===== config.mk =====
export PLATFORM = sky130hd
export DESIGN_NAME = retire_trace_monitor
export DESIGN_NICKNAME = d
export VERILOG_FILES = /design/src/rtl/retire_trace_monitor.sv
export SDC_FILE = /design/constraint.sdc
export NUM_CORES = 1
export LEC_CHECK = 0
export CAP_MARGIN = 20
export CELL_PAD_IN_SITES_DETAIL_PLACEMENT = 1
export CELL_PAD_IN_SITES_GLOBAL_PLACEMENT = 2
export CORE_ASPECT_RATIO = 0.5
export CORE_MARGIN = 8
export CORE_UTILIZATION = 47
export CTS_BUF_LIST = sky130_fd_sc_hd__clkbuf_4 sky130_fd_sc_hd__clkbuf_8 sky130_fd_sc_hd__clkbuf_16
export CTS_CLUSTER_SIZE = 16
export DETAILED_ROUTE_END_ITERATION = 7
export PLACE_DENSITY = 0.87
export SLEW_MARGIN = 20
export SYNTH_ARGS = -nofsm -noshare
export SYNTH_HDL_FRONTEND = slang
export SYNTH_SLANG_ARGS = --single-unit

===== constraint.sdc =====
create_clock -name clk -period 11 [get_ports clk]
set_input_delay 2.2 -clock clk [delete_from_list [all_inputs] [get_ports clk]]
set_output_delay 2.2 -clock clk [all_outputs]
set_load 0.05 [all_outputs]

===== src/rtl/retire_trace_monitor.sv =====
// Retire-event monitor: classifies writeback retires, buffers packed trace records in a FIFO,
// keeps cycle/instruction counters, a watchdog and halt-drain sequencing.
// Optional build macro TRACE_CYCLE_STAMP_EN appends a cycle stamp field to each record.
//
// Handshake: rec_valid/rec_ready follow strict valid/ready semantics. A record transfers on a
// rising edge where both are high; while rec_valid is high and rec_ready is low, rec_data and
// rec_valid hold steady, and rec_valid never drops without a transfer.
module retire_trace_monitor #(
  parameter int AW      = 16,
  parameter int DW      = 16,
  parameter int RW      = 4,
  parameter int CW      = 32,
  parameter int DEPTH   = 16,
  parameter int MAX_CYC = 100000,
`ifdef TRACE_CYCLE_STAMP_EN
  localparam int STAMP_W = CW,
`else
  localparam int STAMP_W = 0,
`endif
  localparam int REC_W  = 2 + 2*AW + RW + DW + STAMP_W,
  localparam int PW     = $clog2(DEPTH),
  localparam int LW     = PW + 1
) (
  input  logic             clk,
  input  logic             rst_n,
  input  logic             ret_valid,
  input  logic [AW-1:0]    ret_pc,
  input  logic             ret_regwrite,
  input  logic [RW-1:0]    ret_wreg,
  input  logic [DW-1:0]    ret_wdata,
  input  logic             ret_memread,
  input  logic             ret_memwrite,
  input  logic [AW-1:0]    ret_maddr,
  input  logic [DW-1:0]    ret_mdata,
  input  logic             ret_halt,
  output logic             rec_valid,
  input  logic             rec_ready,
  output logic [REC_W-1:0] rec_data,
  output logic [LW-1:0]    fifo_level,
  output logic [CW-1:0]    cycle_count,
  output logic [CW-1:0]    inst_count,
  output logic             overflow,
  output logic             timeout,
  output logic             done,
  output logic [1:0]       dbgState
);

  typedef enum logic [1:0] {
    ST_RUN     = 2'd0,
    ST_DRAIN   = 2'd1,
    ST_DONE    = 2'd2,
    ST_TIMEOUT = 2'd3
  } stateT;

  localparam logic [LW-1:0] FULL_LEVEL = LW'(DEPTH);
  localparam logic [CW-1:0] WD_LAST    = CW'(MAX_CYC - 1);

  stateT            state;
  stateT            stateNext;

  logic [REC_W-1:0] mem [DEPTH];
  logic [PW-1:0]    wrPtr;
  logic [PW-1:0]    rdPtr;
  logic [LW-1:0]    level;

  logic             inRun;
  logic             counting;
  logic             pushReq;
  logic             pushOk;
  logic             pop;
  logic             full;

  logic [1:0]       recKind;
  logic [RW-1:0]    recWreg;
  logic [DW-1:0]    recValue;
  logic [AW-1:0]    recAddr;
  logic [REC_W-1:0] newRec;

  assign inRun    = (state == ST_RUN);
  assign counting = (state == ST_RUN) || (state == ST_DRAIN);
  assign full     = (level == FULL_LEVEL);
  assign pop      = rec_valid && rec_ready;
  assign pushReq  = inRun && ret_valid;
  // A full FIFO still accepts a push when the head leaves in the same cycle.
  assign pushOk   = pushReq && (!full || pop);

  // Record classification: halt > store > register write > other.
  always_comb begin
    recKind  = 2'd0;
    recWreg  = '0;
    recValue = '0;
    recAddr  = '0;
    if (ret_halt) begin
      recKind = 2'd3;
    end else if (ret_memwrite) begin
      recKind  = 2'd2;
      recValue = ret_mdata;
      recAddr  = ret_maddr;
    end else if (ret_regwrite) begin
      recKind  = 2'd1;
      recWreg  = ret_wreg;
      recValue = ret_wdata;
      recAddr  = ret_memread ? ret_maddr : '0;
    end
  end

`ifdef TRACE_CYCLE_STAMP_EN
  assign newRec = {recKind, ret_pc, recWreg, recValue, recAddr, cycle_count};
`else
  assign newRec = {recKind, ret_pc, recWreg, recValue, recAddr};
`endif

  // FSM: state register
  always_ff @(posedge clk) begin
    if (!rst_n) begin
      state <= ST_RUN;
    end else begin
      state <= stateNext;
    end
  end

  // FSM: next state; a halt retire takes priority over the watchdog in the same cycle.
  always_comb begin
    stateNext = state;
    case (state)
      ST_RUN: begin
        if (ret_valid && ret_halt) begin
          stateNext = ST_DRAIN;
        end else if (cycle_count == WD_LAST) begin
          stateNext = ST_TIMEOUT;
        end
      end
      ST_DRAIN: begin
        if (level == '0) begin
          stateNext = ST_DONE;
        end
      end
      default: stateNext = state;
    endcase
  end

  assign done     = (state == ST_DONE);
  assign timeout  = (state == ST_TIMEOUT);
  assign dbgState = state;

  // Counters and sticky overflow
  always_ff @(posedge clk) begin
    if (!rst_n) begin
      cycle_count <= '0;
      inst_count  <= '0;
      overflow    <= 1'b0;
    end else begin
      if (counting && (cycle_count != '1)) begin
        cycle_count <= cycle_count + 1'b1;
      end
      // Dropped records still count as retired instructions.
      if (pushReq && (inst_count != '1)) begin
        inst_count <= inst_count + 1'b1;
      end
      if (pushReq && full && !pop) begin
        overflow <= 1'b1;
      end
    end
  end

  // FIFO storage; contents are left unreset, the pointers define what is live.
  always_ff @(posedge clk) begin
    if (pushOk) begin
      mem[wrPtr] <= newRec;
    end
  end

  always_ff @(posedge clk) begin
    if (!rst_n) begin
      wrPtr <= '0;
      rdPtr <= '0;
      level <= '0;
    end else begin
      if (pushOk) begin
        wrPtr <= wrPtr + 1'b1;
      end
      if (pop) begin
        rdPtr <= rdPtr + 1'b1;
      end
      case ({pushOk, pop})
        2'b10:   level <= level + 1'b1;
        2'b01:   level <= level - 1'b1;
        default: level <= level;
      endcase
    end
  end

  assign fifo_level = level;
  assign rec_valid  = (level != '0);
  assign rec_data   = rec_valid ? mem[rdPtr] : '0;

endmodule

Yosys cells after proc, flatten, opt, wreduce, memory -nomap -nowiden
Memory sizes are Yosys's and may differ from the RTL's. A register that Yosys moved wholly into a read port is not among the register bits.
Index checks and enable logic that the tools add are counted.
{ "op_classes": {"add_sub_neg": 6, "n_eq_ne": 11, "mux": 23, "n_reduce_logical": 18} }
{ "ops": {"columns": ["cell", "n"], "rows": [
  ["$mux W16", 7],
  ["$add A32 B1 Y32 const B", 2],
  ["$ne A32 B32 Y1 const B", 2],
  ["$mux W54", 1],
  ["$eq A32 B17 Y1 const B", 1],
  ["$mux W4", 5],
  ["$mux W2", 5],
  ["$pmux W5 S2", 1],
  ["$add A4 B1 Y4 const B", 2],
  ["$logic_and A1 B1 Y1", 8],
  ["$eq A2 B2 Y1 const B", 3],
  ["$add A5 B1 Y5 const B", 1],
  ["$eq A5 B5 Y1 const B", 1],
  ["$logic_not A5 Y1", 1],
  ["$reduce_bool A5 Y1", 1],
  ["$sub A5 B1 Y5 const B", 1],
  ["$eq A2 B1 Y1 const B", 2],
  ["$pmux W2 S2", 1],
  ["$reduce_bool A2 Y1", 2],
  ["$mux W1", 3],
  ["$ne A3 B1 Y1 const B", 1],
  ["$reduce_and A3 Y1", 1],
  ["$logic_not A1 Y1", 2],
  ["$logic_not A2 Y1", 1],
  ["2 further kinds", 3]
]} }
{ "word_totals": {"register_bits": 80, "ramBits": 864, "in_bits": 76, "out_inout_bits": 129, "word_cells": 66, "memories": 1} }
{ "mem_list": {"columns": ["name", "depth", "word_bits", "read_ports", "rd_ports_with_merged_regs", "write_ports", "line_no", "text"], "rows": [
  ["mem", 16, 54, 1, 1, 1, "61", "logic [REC_W-1:0] mem [DEPTH];"]
]} }

Logic depth before layout (Yosys ltp)
{ "depth": {"ltp_word": 6, "depth_mapped": 11, "depth_no_buf": 9} }

Least setup slack after synthesis
Ideal clock, no wire load.
{ "synth_timing": {"path_type": "input to register", "start": "input port ret_valid", "end": "memory mem[0][0] in the netlist's numbering, enable pin", "setup_time_ps": 600, "arrival_ps": 7921, "required_time_ps": 10400, "slack_ps": 2479, "path_stages": 3, "n_path_buf": 0, "cell_sequence": "nor3b_2 -> o21ai_1 -> nor4_1"} }
{ "synth_between": {"elab_chain_len": 4} }
{ "synth_rtl": {"columns": ["element", "line_no", "text"], "rows": [
  ["start: declaration", "26", "input logic ret_valid,"],
  ["$logic_and A1 B1 Y1", "83", "assign pushReq = inRun && ret_valid;"],
  ["$logic_and A1 B1 Y1", "85", "assign pushOk = pushReq && (!full || pop);"],
  ["$mux W1", "168", "if (pushOk) begin"],
  ["$mux W1 (not written as such)", "169", "mem[wrPtr] <= newRec;"],
  ["end: declaration", "61", null]
]} }
No other way between the ends.

==> metrics.md <==
| Metric | Value |
|---|---|
| Period minus WS final | `7.103 ns` |
| TNS Setup | `0 ns` |
| Max cap viols | `0` |
| Setup Crit Path Kind | `reg -> out` |
| Synth unique cells | `52` |
| Via count | `19,300` |
| Max VDD drop | `0.2114 mV` |
| Core area | `79,010 sq um` |
| Top cell type by total area after synthesis | `edfxtp_1` |
| Yosys Warn Count | `0` |
| Crit-path cells | `buf_4 > buf_4 > mux4_2 > mux4_2 > and2_1 > clkdlybuf4s50_1` |
| Initial antenna violation count | `2` |
| Worst skew pair latency | `0.66 ns` |
| Initial Util | `0.4726` |
| Netlist Area Pre-Place | `37,340 sq um` |
| Fill cells | `6,913` |
| CP Data Required Time | `8.80 ns` |
| Register area share after synthesis | `0.7399` |
| Cell Rows | `73` |
| Final WL | `93.14 mm` |
| Boundary Pins | `205` |
| Die height | `215.3 um` |
| Worst-path clk slew | `0.07 ns` |
| Final hold violations | `0` |
| Slew Limit Fails | `0` |
| Asr flop ratio synth | `0` |
| Via density | `6.059` |
| Total Power | `9.556 mW` |
| Global-route wire length before repair | `136.7 mm` |
| Ys flop type | `edfxtp_1` |
| Hold Buf Count CTS | `0` |
| HPWL Detailed | `49.68 mm` |
| Placer Congestion | `0.7335` |
| Setup Fix Bufs, Post-CTS | `0` |
| Drc violations | `0` |
| Gates resized, CTS repair | `0` |
| Top post-synthesis cells by count | `edfxtp_1 (864), mux4_2 (270), and2_1 (84), dfxtp_1 (84), clkbuf_1 (72)` |
| CTS Root Cell | `clkbuf_16` |
| Synth top area cells | `edfxtp_1 (69%), mux4_2 (16%), dfxtp_1 (4.5%), and2_1 (1.4%), clkbuf_1 (0.72%)` |
| Number of buffers created by CTS | `83` |
| Total gr overflow | `0` |
| Synthesis-to-layout area growth | `16.40%` |
| Tcrit/Tclk final | `0.6458` |
| Wire per inst | `29.24 um` |
| Fmax achieved | `140.8 MHz` |
| Sink Count | `948` |
| Final setup viols | `0` |
| CP max stage cell | `buf_4` |
| Share of cells above drive strength 1 | `0.2239` |
| Setup Skew | `0.03925 ns` |
| Slew HR | `0.2286` |
| Vias in the first global route | `20,670` |
| RSZ-0062 raised after global routing | `false` |
| Largest net degree at the start of global routing | `127` |
| Die span in x | `414.6 um` |
| Clock buffer depth | `3` |
| EDFF count, synth | `864` |
| Max stage delay on crit path | `0.83 ns` |
| Critical path capture point type | `primary output` |
| Most numerous cell in the Yosys netlist | `edfxtp_1` |
| Syn avg cell area | `20.30 sq um` |
| Leak | `13.31 nW` |
| Die area | `89,270 sq um` |
| DR iter-0 viols | `2,038` |
| Pwr/cell area | `219.9 nW/um^2` |
| Final #Nets | `2,155` |
| Crit path arrival time | `4.90 ns` |
| Synthesized flop and latch total | `948` |
| Least-Margin Pin Slew | `1.157 ns` |
| TritonCTS clock tree | `yes` |
| Synth top area share | `0.6949` |
| Net Count, Synth | `1,924` |
| CP Max Fanout | `48` |
| Antenna-violating nets left | `0` |
| DRT Pass-1 Iters | `5` |
| Syn Inst Count | `1,839` |
| Type of origin of the critical path | `register` |
| H-tree depth | `3` |
| Port bufs | `204` |
| Hold crit path type | `reg -> reg` |
| Total track usage | `0.2048` |
| Status | `finished clean` |
| Hold_ws | `0.4894 ns` |
==> layout make-up <==
type	count	area (sq um)	area share
multi-input combinational	778	9358	0.2153
inverter	18	67.56	0.001555
antenna	1	2.502	0.00005758
clock inverter	49	486.7	0.01120
clock buffer	101	2247	0.05170
timing repair buffer	241	2345	0.05395
sequential	948	27640	0.6360
tap	1050	1314	0.03023
==> state kept, by name (all words and copies together) (netlist names), named ones only <==
name,flops
mem,864
cycle_count,32
inst_count,32
fifo_level,5
rdPtr,4
wrPtr,4
dbgState,2
overflow,1
==> cell families after synthesis <==
| logic type | synth area share |
|---|---|
| xor gates and xnor gates | 0.003988 |
| adders and majority gates | 0.003016 |
| DFF | 0.7399 |
| AOI/OAI and AO/OA | 0.02245 |
| buffers and inverters | 0.01213 |
| muxes | 0.1661 |
| and+or+nand+nor | 0.05244 |
==> layout by cell type (no fill, tap or decap), types with 17 or more instances in the layout <==
master,synthesis,layout
edfxtp_1,864,864
mux4_2,270,270
clkdlybuf4s50_1,0,204
clkbuf_16,0,85
and2_1,84,80
dfxtp_1,84,80
nand2_1,49,49
a21oi_1,47,47
buf_4,0,35
nor2_1,37,33
or4_1,25,25
o21ai_0,24,24
or3_1,23,23
nand3_1,22,22
o31ai_1,22,21
nand4_1,17,17
==> worst max-delay path, delay by kind of cell, from the launching register on <==
family,cells,cell delay [ns]
multiplexers,2,1.14
AND/OR/NAND/NOR,1,0.19
flip-flops,1,0.66
buffers and inverters,3,2.15
==> path summary, 6_finish.rpt <==
check / startpoint / endpoint / slack (ns) / depth (start not counted)
max: register / rec_data[24] / 3.90 / 6
min: overflow / overflow / 0.49 / 2
max reg2reg: dbgState[1] / mem[8][40] / 7.15 / 6
min reg2reg: overflow / overflow / 0.49 / 2
==> where the power goes <==
group | switching [mW] | total (mW) | internal (mW) | leakage (nW)
clock network | 1.33 | 2.94 | 1.62 | 1.36
registers | 0.0880 | 4.14 | 4.06 | 8.59
logic | 1.49 | 2.47 | 0.984 | 3.35
==> stage by stage <==
stage          std cells  utilization  area [sq um]  setup WS [ns]
2_1_floorplan       1839            -         37340          2.479
5_1_grt             3186       0.5501         43460          3.563
4_1_cts             3185       0.5501         43460          3.710
6_report            3186       0.5501         43460          3.897
3_3_place_gp        3035       0.5155         40730          4.514
3_5_place_dp        3035       0.5155         40730          4.474
==> metal layers <==
| layer | global-route usage | vias up | share of wire | routed length (um) |
|---|---|---|---|---|
| met5 | 0 | - | 0 | 0 |
| met4 | 0.04925 | 0 | 0.019 | 1809 |
| met3 | 0.03895 | 121 | 0.068 | 6310 |
| met2 | 0.3544 | 737 | 0.52 | 47980 |
| met1 | 0.2699 | 10320 | 0.40 | 37050 |
| li1 | - | 8122 | - | - |
Note: power is estimated with default switching activity, not from simulation.
